--- config.mk ---
export PLATFORM = sky130hd
export DESIGN_NAME = gecko_tty_uart_flat
export DESIGN_NICKNAME = d
export VERILOG_FILES = /design/src/rtl/gecko_pkg.sv /design/src/rtl/stream_intf.sv /design/src/rtl/gecko_uart_rx.sv /design/src/rtl/gecko_tty_uart.sv /design/src/flat_wrapper.sv
export SDC_FILE = /design/constraint.sdc
export NUM_CORES = 1
export LEC_CHECK = 0
export CAP_MARGIN = 20
export CORE_MARGIN = 2
export CORE_UTILIZATION = 50
export CTS_CLUSTER_SIZE = 8
export DETAILED_ROUTE_END_ITERATION = 16
export PLACE_DENSITY = 0.75
export RECOVER_POWER = 100
export SLEW_MARGIN = 20
export SYNTH_ARGS = -nofsm -noshare
export SYNTH_HDL_FRONTEND = slang
export SYNTH_SLANG_ARGS = --single-unit
--- constraint.sdc ---
create_clock -name clk -period 3.37 [get_ports clk]
set_clock_uncertainty 0.2 [all_clocks]
set_input_delay 0.337 -clock clk [delete_from_list [all_inputs] [get_ports clk]]
set_output_delay 0.337 -clock clk [all_outputs]
set_load 0.1 [all_outputs]
--- src/rtl/gecko_pkg.sv ---
// gecko_pkg: shared 8N1 UART constants and the FSM state type used by the TX and RX paths
package gecko_pkg;
   localparam int GECKO_UART_DATA_BITS = 8;
   localparam int GECKO_UART_BIT_W = $clog2(GECKO_UART_DATA_BITS);
   typedef enum logic [1:0] {IDLE, START, DATA, STOP} gecko_uart_state_t;
endpackage

--- src/rtl/stream_intf.sv ---
// stream_intf: valid/ready byte stream between the Gecko core and its peripherals
interface stream_intf #(parameter int W = 8);
   logic valid;
   logic ready;
   logic [W-1:0] data;
   modport in (input valid, input data, output ready);
   modport out (output valid, output data, input ready);
endinterface

--- src/rtl/gecko_uart_rx.sv ---
// gecko_uart_rx: synchronizes uart_rx, deframes 8N1 bytes into a one-entry holding register
module gecko_uart_rx import gecko_pkg::*; #(
   parameter int CLOCKS_PER_BIT = 868
) (
   input  logic clk,
   input  logic rst,
   input  logic uart_rx,
   input  logic ready,
   output logic valid,
   output logic [GECKO_UART_DATA_BITS-1:0] data,
   output logic frame_error,
   output logic overrun
);
   localparam int CW = $clog2(CLOCKS_PER_BIT);
   localparam logic [CW-1:0] FULL = CW'(CLOCKS_PER_BIT - 1);
   localparam logic [CW-1:0] HALF = CW'(CLOCKS_PER_BIT / 2 - 1);
   localparam logic [GECKO_UART_BIT_W-1:0] LAST = GECKO_UART_BIT_W'(GECKO_UART_DATA_BITS - 1);
   logic [1:0] sync;
   logic rx_bit;
   gecko_uart_state_t state, state_n;
   logic [CW-1:0] cnt, cnt_n;
   logic [GECKO_UART_BIT_W-1:0] bit_idx, bit_n;
   logic [GECKO_UART_DATA_BITS-1:0] sh, sh_n;
   logic deliver, ferr, hold;
   assign rx_bit = sync[1];
   assign hold = valid && !ready;
   // two-flop synchronizer, idles high so reset never looks like a start bit
   always_ff @(posedge clk)
      sync <= rst ? 2'b11 : {sync[0], uart_rx};
   // RX state register
   always_ff @(posedge clk) begin
      if (rst) begin
         state <= IDLE;
         cnt <= '0;
         bit_idx <= '0;
         sh <= '0;
      end else begin
         state <= state_n;
         cnt <= cnt_n;
         bit_idx <= bit_n;
         sh <= sh_n;
      end
   end
   // RX next state: mid-bit sampling, glitch rejection at half a start bit
   always_comb begin
      state_n = state;
      cnt_n = cnt + 1'b1;
      bit_n = bit_idx;
      sh_n = sh;
      deliver = 1'b0;
      ferr = 1'b0;
      case (state)
         IDLE: begin
            cnt_n = '0;
            if (!rx_bit) state_n = START;
         end
         START: if (cnt == HALF) begin
            cnt_n = '0;
            bit_n = '0;
            state_n = rx_bit ? IDLE : DATA;
         end
         DATA: if (cnt == FULL) begin
            cnt_n = '0;
            sh_n = {rx_bit, sh[GECKO_UART_DATA_BITS-1:1]};
            bit_n = bit_idx + 1'b1;
            if (bit_idx == LAST) state_n = STOP;
         end
         STOP: if (cnt == FULL) begin
            cnt_n = '0;
            state_n = IDLE;
            deliver = rx_bit;
            ferr = !rx_bit;
         end
         default: state_n = IDLE;
      endcase
   end
   // holding register keeps the older byte when a new one lands while still unread
   always_ff @(posedge clk) begin
      if (rst) begin
         valid <= 1'b0;
         data <= '0;
         frame_error <= 1'b0;
         overrun <= 1'b0;
      end else begin
         valid <= deliver || hold;
         if (deliver && !hold) data <= sh;
         frame_error <= ferr;
         overrun <= deliver && hold;
      end
   end
endmodule

--- src/rtl/gecko_tty_uart.sv ---
// gecko_tty_uart: bridges the Gecko TTY byte streams to an 8N1 serial line
module gecko_tty_uart import gecko_pkg::*; #(
   parameter int CLOCKS_PER_BIT = 868
) (
   input  logic clk,
   input  logic rst,
   stream_intf.in tx_stream,
   stream_intf.out rx_stream,
   output logic uart_tx,
   input  logic uart_rx,
   output logic rx_frame_error,
   output logic rx_overrun
);
   localparam int CW = $clog2(CLOCKS_PER_BIT);
   localparam logic [CW-1:0] FULL = CW'(CLOCKS_PER_BIT - 1);
   localparam logic [GECKO_UART_BIT_W-1:0] LAST = GECKO_UART_BIT_W'(GECKO_UART_DATA_BITS - 1);
   generate
      if (CLOCKS_PER_BIT < 4) begin : g_bad_baud
         $error("gecko_tty_uart: CLOCKS_PER_BIT must be at least 4");
      end
   endgenerate
   gecko_uart_state_t state, state_n;
   logic [CW-1:0] cnt, cnt_n;
   logic [GECKO_UART_BIT_W-1:0] bit_idx, bit_n;
   logic [GECKO_UART_DATA_BITS-1:0] sh, sh_n;
   assign tx_stream.ready = (state == IDLE) && !rst;
   // TX state register; the line level is registered from the next state to stay glitch-free
   always_ff @(posedge clk) begin
      if (rst) begin
         state <= IDLE;
         cnt <= '0;
         bit_idx <= '0;
         sh <= '0;
         uart_tx <= 1'b1;
      end else begin
         state <= state_n;
         cnt <= cnt_n;
         bit_idx <= bit_n;
         sh <= sh_n;
         uart_tx <= (state_n == START) ? 1'b0 : (state_n == DATA) ? sh_n[0] : 1'b1;
      end
   end
   // TX next state: each frame slot lasts CLOCKS_PER_BIT cycles, data shifted out LSB first
   always_comb begin
      state_n = state;
      cnt_n = cnt + 1'b1;
      bit_n = bit_idx;
      sh_n = sh;
      case (state)
         IDLE: begin
            cnt_n = '0;
            if (tx_stream.valid) begin
               state_n = START;
               sh_n = tx_stream.data;
            end
         end
         START: if (cnt == FULL) begin
            cnt_n = '0;
            bit_n = '0;
            state_n = DATA;
         end
         DATA: if (cnt == FULL) begin
            cnt_n = '0;
            sh_n = sh >> 1;
            bit_n = bit_idx + 1'b1;
            if (bit_idx == LAST) state_n = STOP;
         end
         STOP: if (cnt == FULL) begin
            cnt_n = '0;
            state_n = IDLE;
         end
         default: state_n = IDLE;
      endcase
   end
   gecko_uart_rx #(.CLOCKS_PER_BIT(CLOCKS_PER_BIT)) u_rx (
      .clk(clk),
      .rst(rst),
      .uart_rx(uart_rx),
      .ready(rx_stream.ready),
      .valid(rx_stream.valid),
      .data(rx_stream.data),
      .frame_error(rx_frame_error),
      .overrun(rx_overrun)
   );
endmodule

--- src/flat_wrapper.sv ---
// flat-port wrapper written by rule: the top's interface ports become plain ports
module gecko_tty_uart_flat import gecko_pkg::*;
#(
   parameter int CLOCKS_PER_BIT = 868
)
  (clk, rst, uart_tx, uart_rx, rx_frame_error, rx_overrun, tx_stream_valid, tx_stream_data, tx_stream_ready, rx_stream_valid, rx_stream_data, rx_stream_ready);
  stream_intf #(.W(8)) tx_stream_i ();
  stream_intf #(.W(8)) rx_stream_i ();
  input  logic clk;
  input  logic rst;
  output logic uart_tx;
  input  logic uart_rx;
  output logic rx_frame_error;
  output logic rx_overrun;
  input wire logic [$bits(tx_stream_i.valid)-1:0] tx_stream_valid;
  input wire logic [$bits(tx_stream_i.data)-1:0] tx_stream_data;
  output wire logic [$bits(tx_stream_i.ready)-1:0] tx_stream_ready;
  output wire logic [$bits(rx_stream_i.valid)-1:0] rx_stream_valid;
  output wire logic [$bits(rx_stream_i.data)-1:0] rx_stream_data;
  input wire logic [$bits(rx_stream_i.ready)-1:0] rx_stream_ready;
  assign tx_stream_i.valid = tx_stream_valid;
  assign tx_stream_i.data = tx_stream_data;
  assign tx_stream_ready = tx_stream_i.ready;
  assign rx_stream_valid = rx_stream_i.valid;
  assign rx_stream_data = rx_stream_i.data;
  assign rx_stream_i.ready = rx_stream_ready;
  gecko_tty_uart #(.CLOCKS_PER_BIT(CLOCKS_PER_BIT)) u_core (.clk(clk), .rst(rst), .tx_stream(tx_stream_i), .rx_stream(rx_stream_i), .uart_tx(uart_tx), .uart_rx(uart_rx), .rx_frame_error(rx_frame_error), .rx_overrun(rx_overrun));
endmodule
==> impl_metrics.ini, run 1 <==
[floorplanning]
core.rowCount = 26
floorplan.initialDensity_pct = 51.8
die-height_um = 76.5
die_width_um = 76.5
floorplan.io_pins = 26
die-area_um2 = 5850
core_box_area_um2 = 5070

[clock_network]
htreeDepth = 3
clkLatencyLatePin_ps = 340
cts_resized = 0
sink_count_of_the_clock_tree = 60
holdBufCountCts = 0
tritoncts_clock_tree = done
cts_root_buffer = clkbuf_8
clk_pin_slew_ps = 60
cts_inserted_buffers = 9
post_cts_buffers = 0
max-clock-path-buffers = 2

[drt]
vias = 2150
routedWlPerCell_um = 13.0
avgViaCountPerCell = 5.48
route.antenna.remaining_nets = 0
route.detailed.drc = 0
total_length_of_routed_wires_mm = 5.10
drtPass1Iterations = 4
detail_route.iter0.violations = 148

[timing]
setup_repair_after_global_routing_missed_its_margin = no
final_hold_violations = 0
setup_viol_count_final = 0
fin_setup_tns_ps = 0
worst_slew_pin_slew_ps = 1170
timing.max_slew.rel_slack_pct = 22.6
final.period_utilization_pct = 77.2
timing.fmax_ghz = 0.384
slew_violations = 0
layout_min_cycle_time_ps = 2600

[layout]
drive_gt1_share_pct = 6.83
final_nets = 338
fin_util_pct = 60.7
area_growth_pct = 17.1
antenna_cells_inserted = 0

[critical_path]
timing.rr.start = u_core.cnt[0]$_SDFF_PP0_
worst-path-max-fanout = 3
cp-start-kind = primary input
critPathCaptureType = output pin
regToRegSetupSlack_ps = 1080
cp_data_arrival_time_ps = 2060
critical_path.reg2reg.endpoint = u_core.uart_tx$_SDFF_PP1_
critical_path_required_ps = 2830
worst_r2r_path_depth = 5
path_class = primary input to output pin

[synth]
synthMostInstantiatedCell = dfxtp_1
ys_warns = 0
yosys.cell_types.count = 40
netlist_top_cells_area = dfxtp_1 (46%), nand3_1 (5.9%), nor2_1 (5.1%)
share_of_synthesized_flip_flops_with_an_asynchronous_set_or_reset_pct = 0
synth_edf_count = 0
avgSynthCellArea_um2 = 8.88
yosys_most_used_dff = dfxtp_1
synthTopCellsByCount = dfxtp_1 (60), nor2_1 (36), nand3_1 (31)
synth_sequential_area_ratio_pct = 45.7
synth.top_cell.area_share_pct = 45.7
number_of_cells_produced_by_synthesis = 296
syn_nets = 316
yosysTopAreaCell = dfxtp_1
syn_area_um2 = 2630
number_of_synthesized_register_bits = 60

[job]
drv_cap = 0

[place]
io_buffer_count = 25
final_wtd_congestion = 0.811
post-dp-hpwl_mm = 3.40

[global_route]
maximum_number_of_pins_on_one_net_before_global_route_repair = 42
grt.overflow.total = 0
globalRouteTotalUtil_pct = 18.1
antenna_found_initial = 0
vias_in_the_first_global_route = 1914
wire_length_of_the_first_global_routing_pass_mm = 8.57

[worst_hold_path]
holdCritStartpoint = u_core.u_rx.sync[0]$_SDFF_PP1_
worst_hold_class = flop to flop
hold-path-cell-count = 1
worst_hold_path.endpoint = u_core.u_rx.sync[1]$_SDFF_PP1_

[pwr]
power.leakage_nw = 1.15
max-vdd-ir-drop_uv = 277
power_per_cell_area_nw_per_um2 = 471

[status]
status = completed
==> metal layers <==
layer | routed length [um] | vias to the layer above | global-route usage [%]
met5 | 0 | - | 0
met4 | 133 | 0 | 10.4
met3 | 189 | 12 | 3.79
met2 | 2350 | 47 | 28.3
met1 | 2430 | 1002 | 23.1
li1 | - | 1089 | -
==> critical path: stages <==
cell           delay [ps]
dlygate4sd3_1         590
nor3_1                230
clkbuf_1              900
==> cell families after synthesis <==
group / count (synthesis) / share of synthesized area, %
AO/OA/AOI/OAI: 52 / 11.7
XOR/XNOR: 17 / 5.67
adder cells (fa/ha/maj): 7 / 3.33
buffers and inverters: 24 / 4.24
flip-flops: 60 / 45.7
multiplexers: 8 / 3.05
AND/OR/NAND/NOR: 128 / 26.3
==> area by class of cell <==
class	count	area (um2)
fillers	455	2000
multi-input cells	212	1300
flip-flops and latches	60	1200
repair buffers	27	255
clock buffers	14	173
well taps	70	87.6
clock inverters	1	30.0
inverters	8	30.0
==> registers in the layout, summed over array words and instances (netlist names), named ones only <==
name and flops:
u_core.state 2, u_core.u_rx.bit_idx 3, u_core.uart_tx 1, u_core.u_rx.frame_error 1, u_core.bit_idx 3, u_core.u_rx.sync 2
u_core.u_rx.overrun 1, u_core.cnt 10, u_core.u_rx.cnt 10, u_core.u_rx.data 8, u_core.sh 8, u_core.u_rx.sh 8
u_core.u_rx.state 1, u_core.u_rx.valid 1
==> power breakdown <==
group          switching, mW  internal [mW]  leakage [nW]
registers            0.00950          0.720         0.486
logic                 0.0396         0.0274         0.565
clock network          0.256          0.399         0.103
==> how the worst max path moves through the flow <==
| stage | endpoint | cells after the start | slack (ps) | start |
|---|---|---|---|---|
| after floorplan | tx_stream_ready | 3 | 130 | rst |
| after global placement | u_core.uart_tx$_SDFF_PP1_ | 5 | 1280 | tx_stream_valid |
| after detailed placement | u_core.uart_tx$_SDFF_PP1_ | 5 | 1250 | tx_stream_valid |
| after CTS | rx_stream_data[2] | 1 | 1010 | u_core.u_rx.data[2]$_SDFFE_PP0P_ |
| after global routing | tx_stream_ready | 3 | 740 | rst |
| final | tx_stream_ready | 3 | 770 | rst |
==> stage by stage <==
step	hold slack, ps	worst slack (ps)	instance area, um2	power, mW	instances
floorplan	189	132	2630	0.789	296
global placement	216	1280	2910	0.815	377
finish	238	769	3080	1.45	392
global route	247	736	3080	1.50	392
CTS	232	1010	3110	1.47	392
detailed placement	217	1250	2910	0.816	377
==> layout by cell type, fill, tap and decap left out, types with 3 or more instances in the layout <==
cell type	Yosys	final
and2_1	3	3
nor2_1	36	36
nand4_1	7	7
and3_1	2	3
dlygate4sd3_1	0	13
nor3_1	6	6
clkbuf_8	0	12
inv_1	8	8
clkbuf_1	9	4
or2_2	5	5
mux2i_1	8	8
o21ai_0	13	13
and4b_1	3	3
xor2_1	6	6
nor4_1	3	3
nand3_1	31	31
clkdlybuf4s50_1	0	11
dfxtp_1	60	60
a22oi_1	6	6
a31oi_1	5	5
nor2b_1	6	6
and4_1	3	3
xnor2_1	11	11
a21oi_1	20	20
nand2_1	10	10
ha_1	7	7
nand2b_1	3	3
No activity file was read; power rests on OpenSTA's default activity.
==> run 2, diff against run 1 <==
==> constraint.sdc (replaced) <==
create_clock -name clk -period 2.4 [get_ports clk]
set_clock_uncertainty 0.2 [all_clocks]
set_input_delay 0.24 -clock clk [delete_from_list [all_inputs] [get_ports clk]]
set_output_delay 0.24 -clock clk [all_outputs]
set_load 0.1 [all_outputs]
==> run 2 against run 1 <==
Clock power rose by 27%; non-clock buffer count did not move; utilization fell by 1.3 points; via count fell by 1.9%; hold slack got worse by 14 ps; sequential cell count did not move; setup slack got worse by 430 ps; sequential share of layout area rose by 0.86 points; wire length fell by 3.3%; sequential power rose by 40%; final area fell by 2.2%; register-to-register slack got worse by 750 ps.
==> impl_metrics.ini, run 2 (synthesis results as in run 1) <==
[clock_network]
cts_root_buffer = clkbuf_8
clkLatencyLatePin_ps = 320
max-clock-path-buffers = 2
htreeDepth = 3
sink_count_of_the_clock_tree = 60
cts_inserted_buffers = 9
clk_pin_slew_ps = 70
cts_resized = 0
holdBufCountCts = 0
post_cts_buffers = 0
tritoncts_clock_tree = done

[critical_path]
critical-path-max-stage-delay_ps = 370
regToRegSetupSlack_ps = 330
crit_buf_inv = 0
critPathSlowestCell = dfxtp_1
cp_data_arrival_time_ps = 2060
cp-start-kind = flop
critical_path_required_ps = 2400
worst-path-max-fanout = 10
critical_path.cell_chain = ha_1, nor3b_2, and3_1, or3_1, nor2_1
path_class = flop to flop
critical_path.top_delay_family = simple AND/OR/NAND/NOR gates
critPathCaptureType = flop

[drt]
vias = 2110
avgViaCountPerCell = 5.37
routedWlPerCell_um = 12.6
total_length_of_routed_wires_mm = 4.93
route.antenna.remaining_nets = 0
detail_route.iter0.violations = 95
route.detailed.drc = 0
drtPass1Iterations = 4

[layout]
final_nets = 338
area_growth_pct = 14.6
antenna_cells_inserted = 0
final-instance-count-excl-fill = 393
layout_commonest_cell = dfxtp_1
fin_util_pct = 59.3
largestRegisters = u_core.cnt x10, u_core.u_rx.cnt x10
final_cell_mix = dfxtp_1 (60), nor2_1 (36), nand3_1 (31), a21oi_1 (20)
drive_gt1_share_pct = 8.36

[timing]
worst_slew_pin_slew_ps = 1180
final_hold_violations = 0
timing.fmax_ghz = 0.484
setup_viol_count_final = 0
timing.hold.ws_ps = 223
fin_setup_tns_ps = 0
layout_min_cycle_time_ps = 2070
setup_repair_after_global_routing_missed_its_margin = no
slew_violations = 0
timing.max_slew.rel_slack_pct = 21.6
post-route-worst-setup-slack_ps = 334
final.period_utilization_pct = 86.1

[pwr]
internal_power_mw = 1.51
share_seq_of_total_power_pct = 52.3
share_clk_of_total_power_pct = 42.6
max-vdd-ir-drop_uv = 354
p_sw_mw = 0.445
share_comb_of_total_power_pct = 5.0
power.leakage_nw = 1.09
power_per_cell_area_nw_per_um2 = 649
switching_share_pct = 22.8

[global_route]
wire_length_of_the_first_global_routing_pass_mm = 8.49
grt.overflow.total = 0
maximum_number_of_pins_on_one_net_before_global_route_repair = 33
antenna_found_initial = 0
globalRouteTotalUtil_pct = 17.7
vias_in_the_first_global_route = 2000

[place]
final_wtd_congestion = 0.803
io_buffer_count = 25
place_worst_setup_slack_ps = 384
placed_cells = 377
post-dp-hpwl_mm = 3.40

[floorplanning]
core_box_area_um2 = 5070
die_width_um = 76.5
die-area_um2 = 5850
floorplan.io_pins = 26
die-height_um = 76.5
floorplan.initialDensity_pct = 51.8
core.rowCount = 26

[worst_hold_path]
worst_hold_class = flop to flop

[status]
status = completed

[job]
drv_cap = 0
==> run 2: stage by stage <==
step / instance area, um2 / power [mW]
floorplan: 2630 / 1.11
global placement: 2880 / 1.14
detailed placement: 2880 / 1.15
CTS: 3070 / 1.98
global route: 3010 / 2.04
finish: 3010 / 1.96
==> run 2: final timing paths <==
check | start | cells past startpoint | endpoint
setup / recovery | u_core.cnt[0]$_SDFF_PP0_ | 5 | u_core.cnt[3]$_SDFF_PP0_
hold / removal | u_core.u_rx.sync[0]$_SDFF_PP1_ | 1 | u_core.u_rx.sync[1]$_SDFF_PP1_
setup reg to reg | u_core.cnt[0]$_SDFF_PP0_ | 5 | u_core.cnt[3]$_SDFF_PP0_
hold reg to reg | u_core.u_rx.sync[0]$_SDFF_PP1_ | 1 | u_core.u_rx.sync[1]$_SDFF_PP1_
==> run 2: final cells by class <==
type / instances / area [um2]
sequential: 60 / 1200
fill: 485 / 2060
multi-input combinational: 212 / 1310
inverter: 8 / 30.0
clock inverter: 3 / 20.0
tap: 70 / 87.6
timing repair buffer: 27 / 198
clock buffer: 13 / 169
==> run 2: routing by layer <==
layer	wire length, um	up-vias	global-route usage [%]
met5	0	-	0
li1	-	1087	-
met1	2450	979	22.0
met3	197	2	5.69
met2	2270	42	29.0
met4	19	0	5.64
==> run 2: power by group through the flow <==
| stage | combinational, mW | clock [mW] | sequential, mW |
|---|---|---|---|
| 4_1_cts | 0.101 | 0.851 | 1.02 |
| 6_report | 0.0982 | 0.834 | 1.02 |
| 3_3_place_gp | 0.0995 | 0 | 1.05 |
| 5_1_grt | 0.107 | 0.903 | 1.02 |
| 3_5_place_dp | 0.100 | 0 | 1.05 |
| 2_1_floorplan | 0.0596 | 0 | 1.05 |
